$ cat src/rtl/puf_rd_ctrl.sv
// PUF read controller: starts a PUF run, waits for completion or timeout, then
// streams the response words through a 2-entry output FIFO with valid/ready.
module puf_rd_ctrl #(
   parameter int unsigned Bpc = 4,
   parameter int unsigned Dbw = 64,
   parameter int unsigned Mnc = 4096,
   parameter int unsigned TMO = 65535,
   localparam int unsigned AW = $clog2(Mnc * Bpc / Dbw - 1),
   localparam int unsigned CW = $clog2(Mnc) + 1
) (
   input  logic           clock,
   input  logic           reset,
   input  logic           start,
   input  logic [CW-1:0]  n_cmps,
   output logic           puf_str,
   output logic [CW-1:0]  puf_n_cmps,
   input  logic           puf_end,
   output logic [AW-1:0]  puf_addr,
   input  logic [Dbw-1:0] puf_out,
   output logic [Dbw-1:0] dout,
   output logic           dout_valid,
   input  logic           dout_ready,
   output logic           dout_last,
   output logic           busy,
   output logic           done,
   output logic           err
);

   localparam int unsigned TW = $clog2(TMO + 1);
   localparam int unsigned PW = CW + $clog2(Bpc) + 1;

   typedef enum logic [2:0] {S_IDLE, S_RUN, S_READ, S_DRAIN, S_DONE, S_ERR} state_t;

   state_t         state, state_n;
   logic           n_ok, pop, issue, at_last, fifo_empty;
   logic [1:0]     occ;
   logic [AW-1:0]  last_addr;
   logic [TW-1:0]  tmo_cnt;
   logic           pend, pend_last;
   logic [Dbw-1:0] t_data;
   logic           t_last, t_valid;
   logic           str_n, busy_n, done_n, err_n;

   assign n_ok       = (n_cmps != '0) && (n_cmps <= CW'(Mnc));
   assign pop        = dout_valid & dout_ready;
   // Occupancy as it will stand after this cycle's pop, so a full-rate stream never bubbles.
   assign occ        = 2'(dout_valid) + 2'(t_valid) + 2'(pend) - 2'(pop);
   assign issue      = (state == S_READ) && (occ < 2'd2);
   assign at_last    = (puf_addr == last_addr);
   assign fifo_empty = !dout_valid && !t_valid && !pend;

   always_ff @(posedge clock) begin
      if (reset) state <= S_IDLE;
      else       state <= state_n;
   end

   always_comb begin
      state_n = state;
      unique case (state)
         S_IDLE:  if (start) state_n = n_ok ? S_RUN : S_ERR;
         S_RUN: begin
            if (puf_end)                         state_n = S_READ;
            else if (tmo_cnt == TW'(TMO - 1))    state_n = S_ERR;
         end
         S_READ:  if (issue && at_last) state_n = S_DRAIN;
         S_DRAIN: if (fifo_empty)       state_n = S_DONE;
         S_DONE:  state_n = S_IDLE;
         S_ERR:   state_n = S_IDLE;
         default: state_n = S_IDLE;
      endcase
   end

   always_comb begin
      str_n  = (state_n == S_RUN);
      busy_n = (state_n != S_IDLE);
      done_n = (state_n == S_DONE);
      err_n  = err;
      if (state_n == S_ERR)                err_n = 1'b1;
      else if (state == S_IDLE && start)   err_n = 1'b0;
   end

   always_ff @(posedge clock) begin
      if (reset) begin
         puf_str <= 1'b0;
         busy    <= 1'b0;
         done    <= 1'b0;
         err     <= 1'b0;
      end else begin
         puf_str <= str_n;
         busy    <= busy_n;
         done    <= done_n;
         err     <= err_n;
      end
   end

   // Command capture, timeout counter and read-address sequencing.
   always_ff @(posedge clock) begin
      if (reset) begin
         puf_n_cmps <= '0;
         last_addr  <= '0;
         puf_addr   <= '0;
         tmo_cnt    <= '0;
         pend       <= 1'b0;
         pend_last  <= 1'b0;
      end else begin
         if (state == S_IDLE && start && n_ok) begin
            puf_n_cmps <= n_cmps;
            last_addr  <= AW'((PW'(n_cmps) * PW'(Bpc) + PW'(Dbw - 1)) / PW'(Dbw) - PW'(1));
            puf_addr   <= '0;
         end else if (issue && !at_last) begin
            puf_addr <= puf_addr + AW'(1);
         end
         tmo_cnt   <= (state == S_RUN) ? tmo_cnt + TW'(1) : '0;
         pend      <= issue;
         pend_last <= issue && at_last;
      end
   end

   // Output FIFO: head entry drives dout directly, tail entry absorbs a stalled push.
   always_ff @(posedge clock) begin
      if (reset) begin
         dout       <= '0;
         dout_valid <= 1'b0;
         dout_last  <= 1'b0;
         t_data     <= '0;
         t_last     <= 1'b0;
         t_valid    <= 1'b0;
      end else if (pop) begin
         if (t_valid) begin
            dout      <= t_data;
            dout_last <= t_last;
            if (pend) begin
               t_data <= puf_out;
               t_last <= pend_last;
            end else begin
               t_valid <= 1'b0;
            end
         end else if (pend) begin
            dout      <= puf_out;
            dout_last <= pend_last;
         end else begin
            dout_valid <= 1'b0;
            dout_last  <= 1'b0;
         end
      end else if (pend) begin
         if (!dout_valid) begin
            dout       <= puf_out;
            dout_last  <= pend_last;
            dout_valid <= 1'b1;
         end else begin
            t_data  <= puf_out;
            t_last  <= pend_last;
            t_valid <= 1'b1;
         end
      end
   end

endmodule
$ cat config.mk
export PLATFORM = sky130hd
export DESIGN_NAME = puf_rd_ctrl
export DESIGN_NICKNAME = d
export VERILOG_FILES = /design/src/rtl/puf_rd_ctrl.sv
export SDC_FILE = /design/constraint.sdc
export NUM_CORES = 1
export LEC_CHECK = 0
export ABC_AREA = 1
export BUFFER_PORTS_ARGS = -buffer_cell sky130_fd_sc_hd__buf_2
export CORE_MARGIN = 3
export CORE_UTILIZATION = 25
export CTS_CLUSTER_DIAMETER = 60
export DETAILED_ROUTE_END_ITERATION = 7
export PLACE_DENSITY_LB_ADDON = 0.1
export SLEW_MARGIN = 20
export SYNTH_ARGS = -nofsm -noshare
export SYNTH_HDL_FRONTEND = slang
export SYNTH_SLANG_ARGS = --single-unit
$ cat constraint.sdc
create_clock -name clock -period 2.94 [get_ports clock]
set_clock_uncertainty 0.2 [all_clocks]
set_input_delay 0.441 -clock clock [delete_from_list [all_inputs] [get_ports clock]]
set_output_delay 0.441 -clock clock [all_outputs]
set_load 0.005 [all_outputs]
Yosys cells after proc, flatten, opt, wreduce, memory -nomap -nowiden
Cells that the tools add are included.
- input port bits: 82
- register bits: 186
- output and inout bits: 91
- word-level logic and storage cells: 104
- bitwise logic cells: 2
- $lt $le $gt $ge: 2
- reductions and logical operators: 26
- mux-type cells: 37
- equality and inequality tests: 13
- add/sub/neg operators: 7
- operator list (kind ; count):
    $mux 64 ; 9
    $mux 1 ; 21
    $mux 3 ; 6
    $add 16x1->16 const B ; 1
    $eq 16x16->1 const B ; 1
    $add 14x6->14 const B ; 1
    $le 13x13->1 const B ; 1
    $reduce_bool 13->1 ; 1
    $pmux 3 s4 ; 1
    $add 8x1->8 const B ; 1
    $eq 8x8->1 ; 1
    $logic_and 1x1->1 ; 8
    $reduce_bool 2->1 ; 4
    $sub 8x1->8 const B ; 1
    $eq 3x1->1 const B ; 2
    $eq 3x2->1 const B ; 2
    $eq 3x3->1 const B ; 2
    $ne 2x2->1 const B ; 3
    $reduce_and 3->1 ; 2
    $logic_not 1->1 ; 4
    $ne 2x1->1 const B ; 2
    $reduce_and 2->1 ; 2
    $reduce_and 4->1 ; 1
    $reduce_or 2->1 ; 2
    8 further kinds ; 8

Longest topological paths before layout
Gate-level depths: netlist of the first run.
- depth after elaboration: 10
- depth in mapped cells: 13
- depth with buffers taken out: 13

Least setup slack after synthesis of the first run
Ideal clock, no wire load.
- path kind: input to register
- from: in dout_ready
- to: reg puf_addr[3]
- arrival: 1899 ps
- library setup time: 125 ps
- setup slack: 717 ps
- stages on the path: 11
- cells stage by stage: nand2_1 > ha_1 > ha_1 > a21oi_1 > nor2_1 > nor2_1 > nand2_2 > inv_1 > nand2_1 > nand2_1 > a21oi_1
- word-level cells in the longest chain between the ends: 5
- RTL lines (element ; RTL line ; RTL):
    from (decl) ; 22 ; input logic dout_ready,
    $and 1x1->1 ; 45 ; assign pop = dout_valid & dout_ready;
    $sub 2x1->2 ; 47 ; assign occ = 2'(dout_valid) + 2'(t_valid) + 2'(pend) - 2'(pop);
    $lt 2x2->1 ; 48 ; assign issue = (state == S_READ) && (occ < 2'd2);
    $logic_and 1x1->1 ; 48 ;
    $logic_and 1x1->1 ; 110 ; end else if (issue && !at_last) begin
    to (signal assigned) ; 111 ; puf_addr <= puf_addr + AW'(1);
    to (decl) ; 18 ; output logic [AW-1:0] puf_addr,
Every way passes these cells.
A chain may end at the register's enable or synchronous reset.

Worst setup path after layout of the first run
- from: reg dout_valid
- to: reg puf_addr[3]
- word-level cells in the longest chain between the ends: 6
- elaborated cells between the ends (all ways): 7
- classes of those cells: add/sub (3); order compare (1); bitwise (1); reduce/logical (2)
- RTL lines (element ; RTL line ; RTL):
    from (decl) ; 21 ; output logic dout_valid,
    from (signal assigned) ; 123 ; dout_valid <= 1'b0;
    from (signal assigned) ; 142 ; dout_valid <= 1'b0;
    from (signal assigned) ; 149 ; dout_valid <= 1'b1;
    $add 1x1->2 ; 47 ;
    $add 2x1->2 ; 47 ;
    $sub 2x1->2 * ; 47 ;
    $lt 2x2->1 * ; 48 ;
    $logic_and 1x1->1 * ; 48 ;
    $logic_and 1x1->1 * ; 110 ;
Every way passes the cells marked *; elsewhere a longest branch is shown, timed or not.

==> results.ini, run 1 <==
[run_status]
outcome = complete, no violations

[die]
die_x_um = 183
num_io_pins = 173
core_area_mm2 = 0.0307
rows = 64
initial_core_util = 0.254
dieArea_mm2 = 0.0333
die_h_um = 183

[clock_network]
clkSinkCount = 186
clkTransAtPathRegs_ns = 0.07
cts_tree = done
post_cts_buffers = 0
cts_buffers = 17
clk_latency_ns = 0.43
cts_htree_levels = 4
cts-root-buf = clkbuf_16
cts_buffer_depth = 2
cts_hold_buf = 0
cts_resized = 0

[synth]
synth_edf_count = 0
seq_area_frac_synth = 0.478
ys_types = 33
ys_ff_latch = 186
ys.flop_type = dfxtp_1
synth_area_per_cell_um2 = 7.30
syn_inst = 1068
yosys_warnings = 0
syn-cell-area_mm2 = 0.00779
async_reset_ff_frac = 0
synth_fp_nets = 1158

[placed_design]
io_buffers = 172
gp_congestion = 0.752
hpwlAfterDp_mm = 14.8
postPlaceCellArea_mm2 = 0.00906

[power_and_ir_drop]
p_comb_frac = 0.064
peakVddDrop_mv = 0.342
p_leak_nw = 3.93
pwr-share-seq = 0.485
p_int_mw = 4.03
p_clk_frac = 0.451
power-per-cell-area_mw_per_mm2 = 551
p_switching_mw = 1.30
p_sw_frac = 0.244

[grt]
grt-ovfl-total = 0
antenna_found_initial = 2
grt_pass1_vias = 7186
grt_max_degree = 98
grt_pass1_wl_mm = 37.9
grt_usage = 0.140

[timing]
min_period_ns = 2.54
slew_headroom = 0.620
setup_tns_ns = 0
slew_viol_final = 0
rsz0062_at_grt = no
setup_violations = 0
finalHoldViolations = 0
worst_pin_slew_ns = 0.570
timing.fmax_mhz = 393
post-route-period-util = 0.866

[routing]
viasPerCell = 4.48
vias = 7259
post_drt_wl_per_cell_um = 14.1
drt_iter0_markers = 375
antenna_left = 0
wl_mm = 22.9
drc = 0
drt_first_pass_iters = 4

[critical_path]
required_ns = 3.05
crit_path_end_kind = register
critPathLaunchType = register
cp.arrival_ns = 2.66
critPathMaxFanout = 10
critPathKind = register to register

[cells_and_area]
nets = 1302
mostFrequentLayoutCell = a21oi_1
drive_gt1_frac = 0.189
final_cell_mix = a21oi_1, dfxtp_1, nand2_1, buf_2, o21ai_0
final_util = 0.315
num_antenna_cells = 0
area_growth_pct = 24.0
fin_area_mm2 = 0.00966

[worst_hold_path]
hp-class = input port to register

[job]
drv_cap = 0

-- kinds of logic after synthesis --
logic type      count (synthesis)  synth area share
flops                         186             0.478
compound gates                391             0.254
fa+ha+maj                       8            0.0128
xor+xnor                        8           0.00899
simple gates                  280             0.150
buf+inv                       195            0.0962
-- through the flow --
step / setup slack [ns] / hold WS, ns / instances / power, mW
after floorplan: 0.717 / 0.224 / 1068 / 2.83
after global placement: 0.307 / 0.232 / 1589 / 2.99
after detailed placement: 0.293 / 0.236 / 1589 / 2.99
after CTS: 0.378 / 0.0324 / 1621 / 5.43
after global routing: 0.104 / 0.0421 / 1621 / 5.59
final: 0.395 / 0.0634 / 1621 / 5.33
-- synthesized netlist by cell type, types with 5 or more instances --
cell / n / share of area
nand4_1: 13 / 0.010
a21oi_1: 233 / 0.15
o21ai_0: 150 / 0.096
clkbuf_1: 47 / 0.023
dfxtp_1: 186 / 0.48
ha_1: 8 / 0.013
nand3_1: 17 / 0.011
buf_1: 6 / 0.0029
nor2_1: 40 / 0.019
inv_1: 128 / 0.062
nand2_1: 183 / 0.088
xnor2_1: 5 / 0.0056
nor3_1: 13 / 0.0084
buf_2: 7 / 0.0045
-- state kept, by name, indices dropped and copies added (netlist names), 3 cells and up --
| name | cells |
|---|---|
| puf_addr | 8 |
| tmo_cnt | 16 |
| dout | 64 |
| state | 3 |
| last_addr | 8 |
| puf_n_cmps | 13 |
| t_data | 64 |
-- routing by layer --
layer	global-route usage	share of wire
met4	0.0387	0.011
met2	0.224	0.45
met3	0.0385	0.049
met5	0	0.0012
met1	0.186	0.49
-- worst paths after layout --
kind,startpoint,end,slack [ns],cells after the start
hold reg to reg,t_data[58],t_data[58],0.24,2
setup / recovery,dout_valid,puf_addr[3],0.40,11
hold / removal,n_cmps[1],puf_n_cmps[1],0.06,3
setup reg to reg,dout_valid,puf_addr[3],0.40,11
-- critical path: stages (launching register included) --
cell	delay, ns
dfxtp_1	0.42
nand2_1	0.17
ha_1	0.31
ha_1	0.27
a21oi_1	0.18
nor2_1	0.06
nor2_1	0.22
nand2_2	0.19
inv_1	0.23
nand2_1	0.07
nand2_1	0.07
a21oi_1	0.05
-- power groups by stage --
stage	Clock [mW]	Combinational, mW	Sequential (mW)
global placement	0	0.347	2.64
CTS	2.50	0.346	2.58
detailed placement	0	0.344	2.64
finish	2.40	0.338	2.58
global route	2.61	0.394	2.59
floorplan	0	0.187	2.64
-- cell type report --
| type | count | area, um^2 |
|---|---|---|
| Clock buffer | 22 | 474 |
| Clock inverter | 10 | 130 |
| Fill cell | 3384 | 21000 |
| Inverter | 134 | 505 |
| Multi-Input combinational cell | 687 | 3330 |
| Sequential cell | 186 | 3720 |
| Tap cell | 396 | 495 |
| Timing Repair Buffer | 186 | 1000 |
Note: power is estimated with default switching activity, not from simulation.
==> run 2: changes to the inputs <==
--- a/config.mk
+++ b/config.mk
@@ -6,7 +6,7 @@
 export NUM_CORES = 1
 export LEC_CHECK = 0
 export ABC_AREA = 1
-export BUFFER_PORTS_ARGS = -buffer_cell sky130_fd_sc_hd__buf_2
+export BUFFER_PORTS_ARGS = -buffer_cell sky130_fd_sc_hd__buf_4
 export CORE_MARGIN = 3
 export CORE_UTILIZATION = 25
 export CTS_CLUSTER_DIAMETER = 60
==> run 2 against run 1 <==
Net effect:
- non-clock buffer count is 4 lower
- clock power is 4% lower
- die area stayed put
- maximum frequency is 0.67% lower
- critical endpoint unchanged
==> results.ini, run 2 (same netlist as run 1, synthesis figures left out) <==
[run_status]
outcome = complete, no violations

[clock_network]
cts_htree_levels = 4
clkSinkCount = 186
clk_latency_ns = 0.43
cts_hold_buf = 0
cts_tree = done
cts_resized = 0
cts_buffers = 17
cts-root-buf = clkbuf_16
clkTransAtPathRegs_ns = 0.07
post_cts_buffers = 0
cts_buffer_depth = 2

[routing]
drt_first_pass_iters = 5
post_drt_wl_per_cell_um = 14.4
drt_iter0_markers = 391
antenna_left = 0
viasPerCell = 4.56
drc = 0
wl_mm = 23.3
vias = 7367

[grt]
grt_usage = 0.138
grt_pass1_wl_mm = 37.5
grt-ovfl-total = 0
grt_pass1_vias = 7029
grt_max_degree = 135
antenna_found_initial = 0

[critical_path]
critPathKind = register to register
r2r_slack_ns = 0.38
cp.arrival_ns = 2.71
critical-path-top-delay-family = simple AND/OR/NAND/NOR gates
worstPathCellList = nand2_1, ha_1, ha_1, a21oi_1, nor2_1, nor2_1, nand2_2, inv_1, nand3_1, a21oi_1
crit_path_end_kind = register
slowest_delay_ns = 0.43
cp_num_buf_inv = 1
rr_startpoint = dout_valid
slowest_stage = dfxtp_1
critPathMaxFanout = 10
required_ns = 3.09
worstRegToRegCells = 10
critPathLaunchType = register
r2r-end = puf_addr[3]

[cells_and_area]
reg.largest.list = dout: 64 flops, t_data: 64 flops, tmo_cnt: 16 flops
nets = 1298
num_antenna_cells = 0
drive_gt1_frac = 0.188
final_cell_mix = a21oi_1, dfxtp_1, nand2_1, buf_4, o21ai_0
n_fill_cell = 3344
mostFrequentLayoutCell = a21oi_1
area_growth_pct = 29.2

[die]
core_area_mm2 = 0.0307
dieArea_mm2 = 0.0333
die_x_um = 183
die_h_um = 183
num_io_pins = 173
rows = 64
initial_core_util = 0.254

[job]
drv_cap = 0

[power_and_ir_drop]
peakVddDrop_mv = 0.310
power-per-cell-area_mw_per_mm2 = 523
p_leak_nw = 3.98

[timing]
rsz0062_at_grt = no
worst_pin_slew_ns = 0.538
finalHoldViolations = 0
setup_slack_ns = 0.378
slew_headroom = 0.642
setup_violations = 0
post-route-period-util = 0.871
min_period_ns = 2.56
hold_ws_ns = 0.0819
slew_viol_final = 0
timing.fmax_mhz = 390
setup_tns_ns = 0

[placed_design]
io_buffers = 172
dp_slack_ns = 0.292
hpwlAfterDp_mm = 14.7
gp_congestion = 0.768

[worst_hold_path]
hp-class = input port to register
whs_path_depth = 3
hold_path_end = puf_n_cmps[3]
min_from = n_cmps[3]

-- run 2: per-layer routing --
layer / GRT usage / share of wire / vias up / wire (um)
li1: - / - / 3802 / -
met4: 0.0363 / 0.012 / 0 / 273
met2: 0.220 / 0.45 / 157 / 10500
met5: 0 / 0 / - / 0
met1: 0.185 / 0.48 / 3395 / 11200
met3: 0.0369 / 0.055 / 13 / 1280
-- run 2: final cells by class --
class	count	area, um^2	share of cell area
sequential	186	3720	0.370
multi-input combinational	687	3330	0.331
timing repair buffer	182	1430	0.142
inverter	134	505	0.0502
tap	396	495	0.0492
clock buffer	20	467	0.0464
clock inverter	12	115	0.0114
-- run 2: through the flow --
stage / std cells / utilization / area, um^2 / power [mW]
final: 1617 / 0.328 / 10100 / 5.26
after floorplan: 1068 / - / 7790 / 2.83
after global placement: 1585 / 0.309 / 9480 / 3.03
after global routing: 1617 / 0.328 / 10100 / 5.51
after CTS: 1617 / 0.328 / 10100 / 5.36
after detailed placement: 1585 / 0.309 / 9480 / 3.03
-- run 2: worst max-delay path by stage --
| stage | start | cells past startpoint | end |
|---|---|---|---|
| after global placement | dout_ready | 12 | puf_addr[3] |
| after detailed placement | dout_ready | 12 | puf_addr[3] |
| after CTS | dout_valid | 10 | puf_addr[3] |
| final | dout_valid | 10 | puf_addr[3] |
| after floorplan | dout_ready | 11 | puf_addr[3] |
| after global routing | dout_valid | 10 | puf_addr[3] |
-- run 2: worst min-delay path, delay by kind of cell --
family	cells	cell delay (ns)
buf+inv	1	0.11
compound gates	1	0.05
simple gates	1	0.05
-- run 2: report_power, final --
part | leakage, nW | internal (mW) | switching, mW
combinational | 2.19 | 0.168 | 0.213
clock | 0.291 | 1.25 | 1.05
sequential | 1.50 | 2.56 | 0.0251
total | 3.98 | 3.97 | 1.29
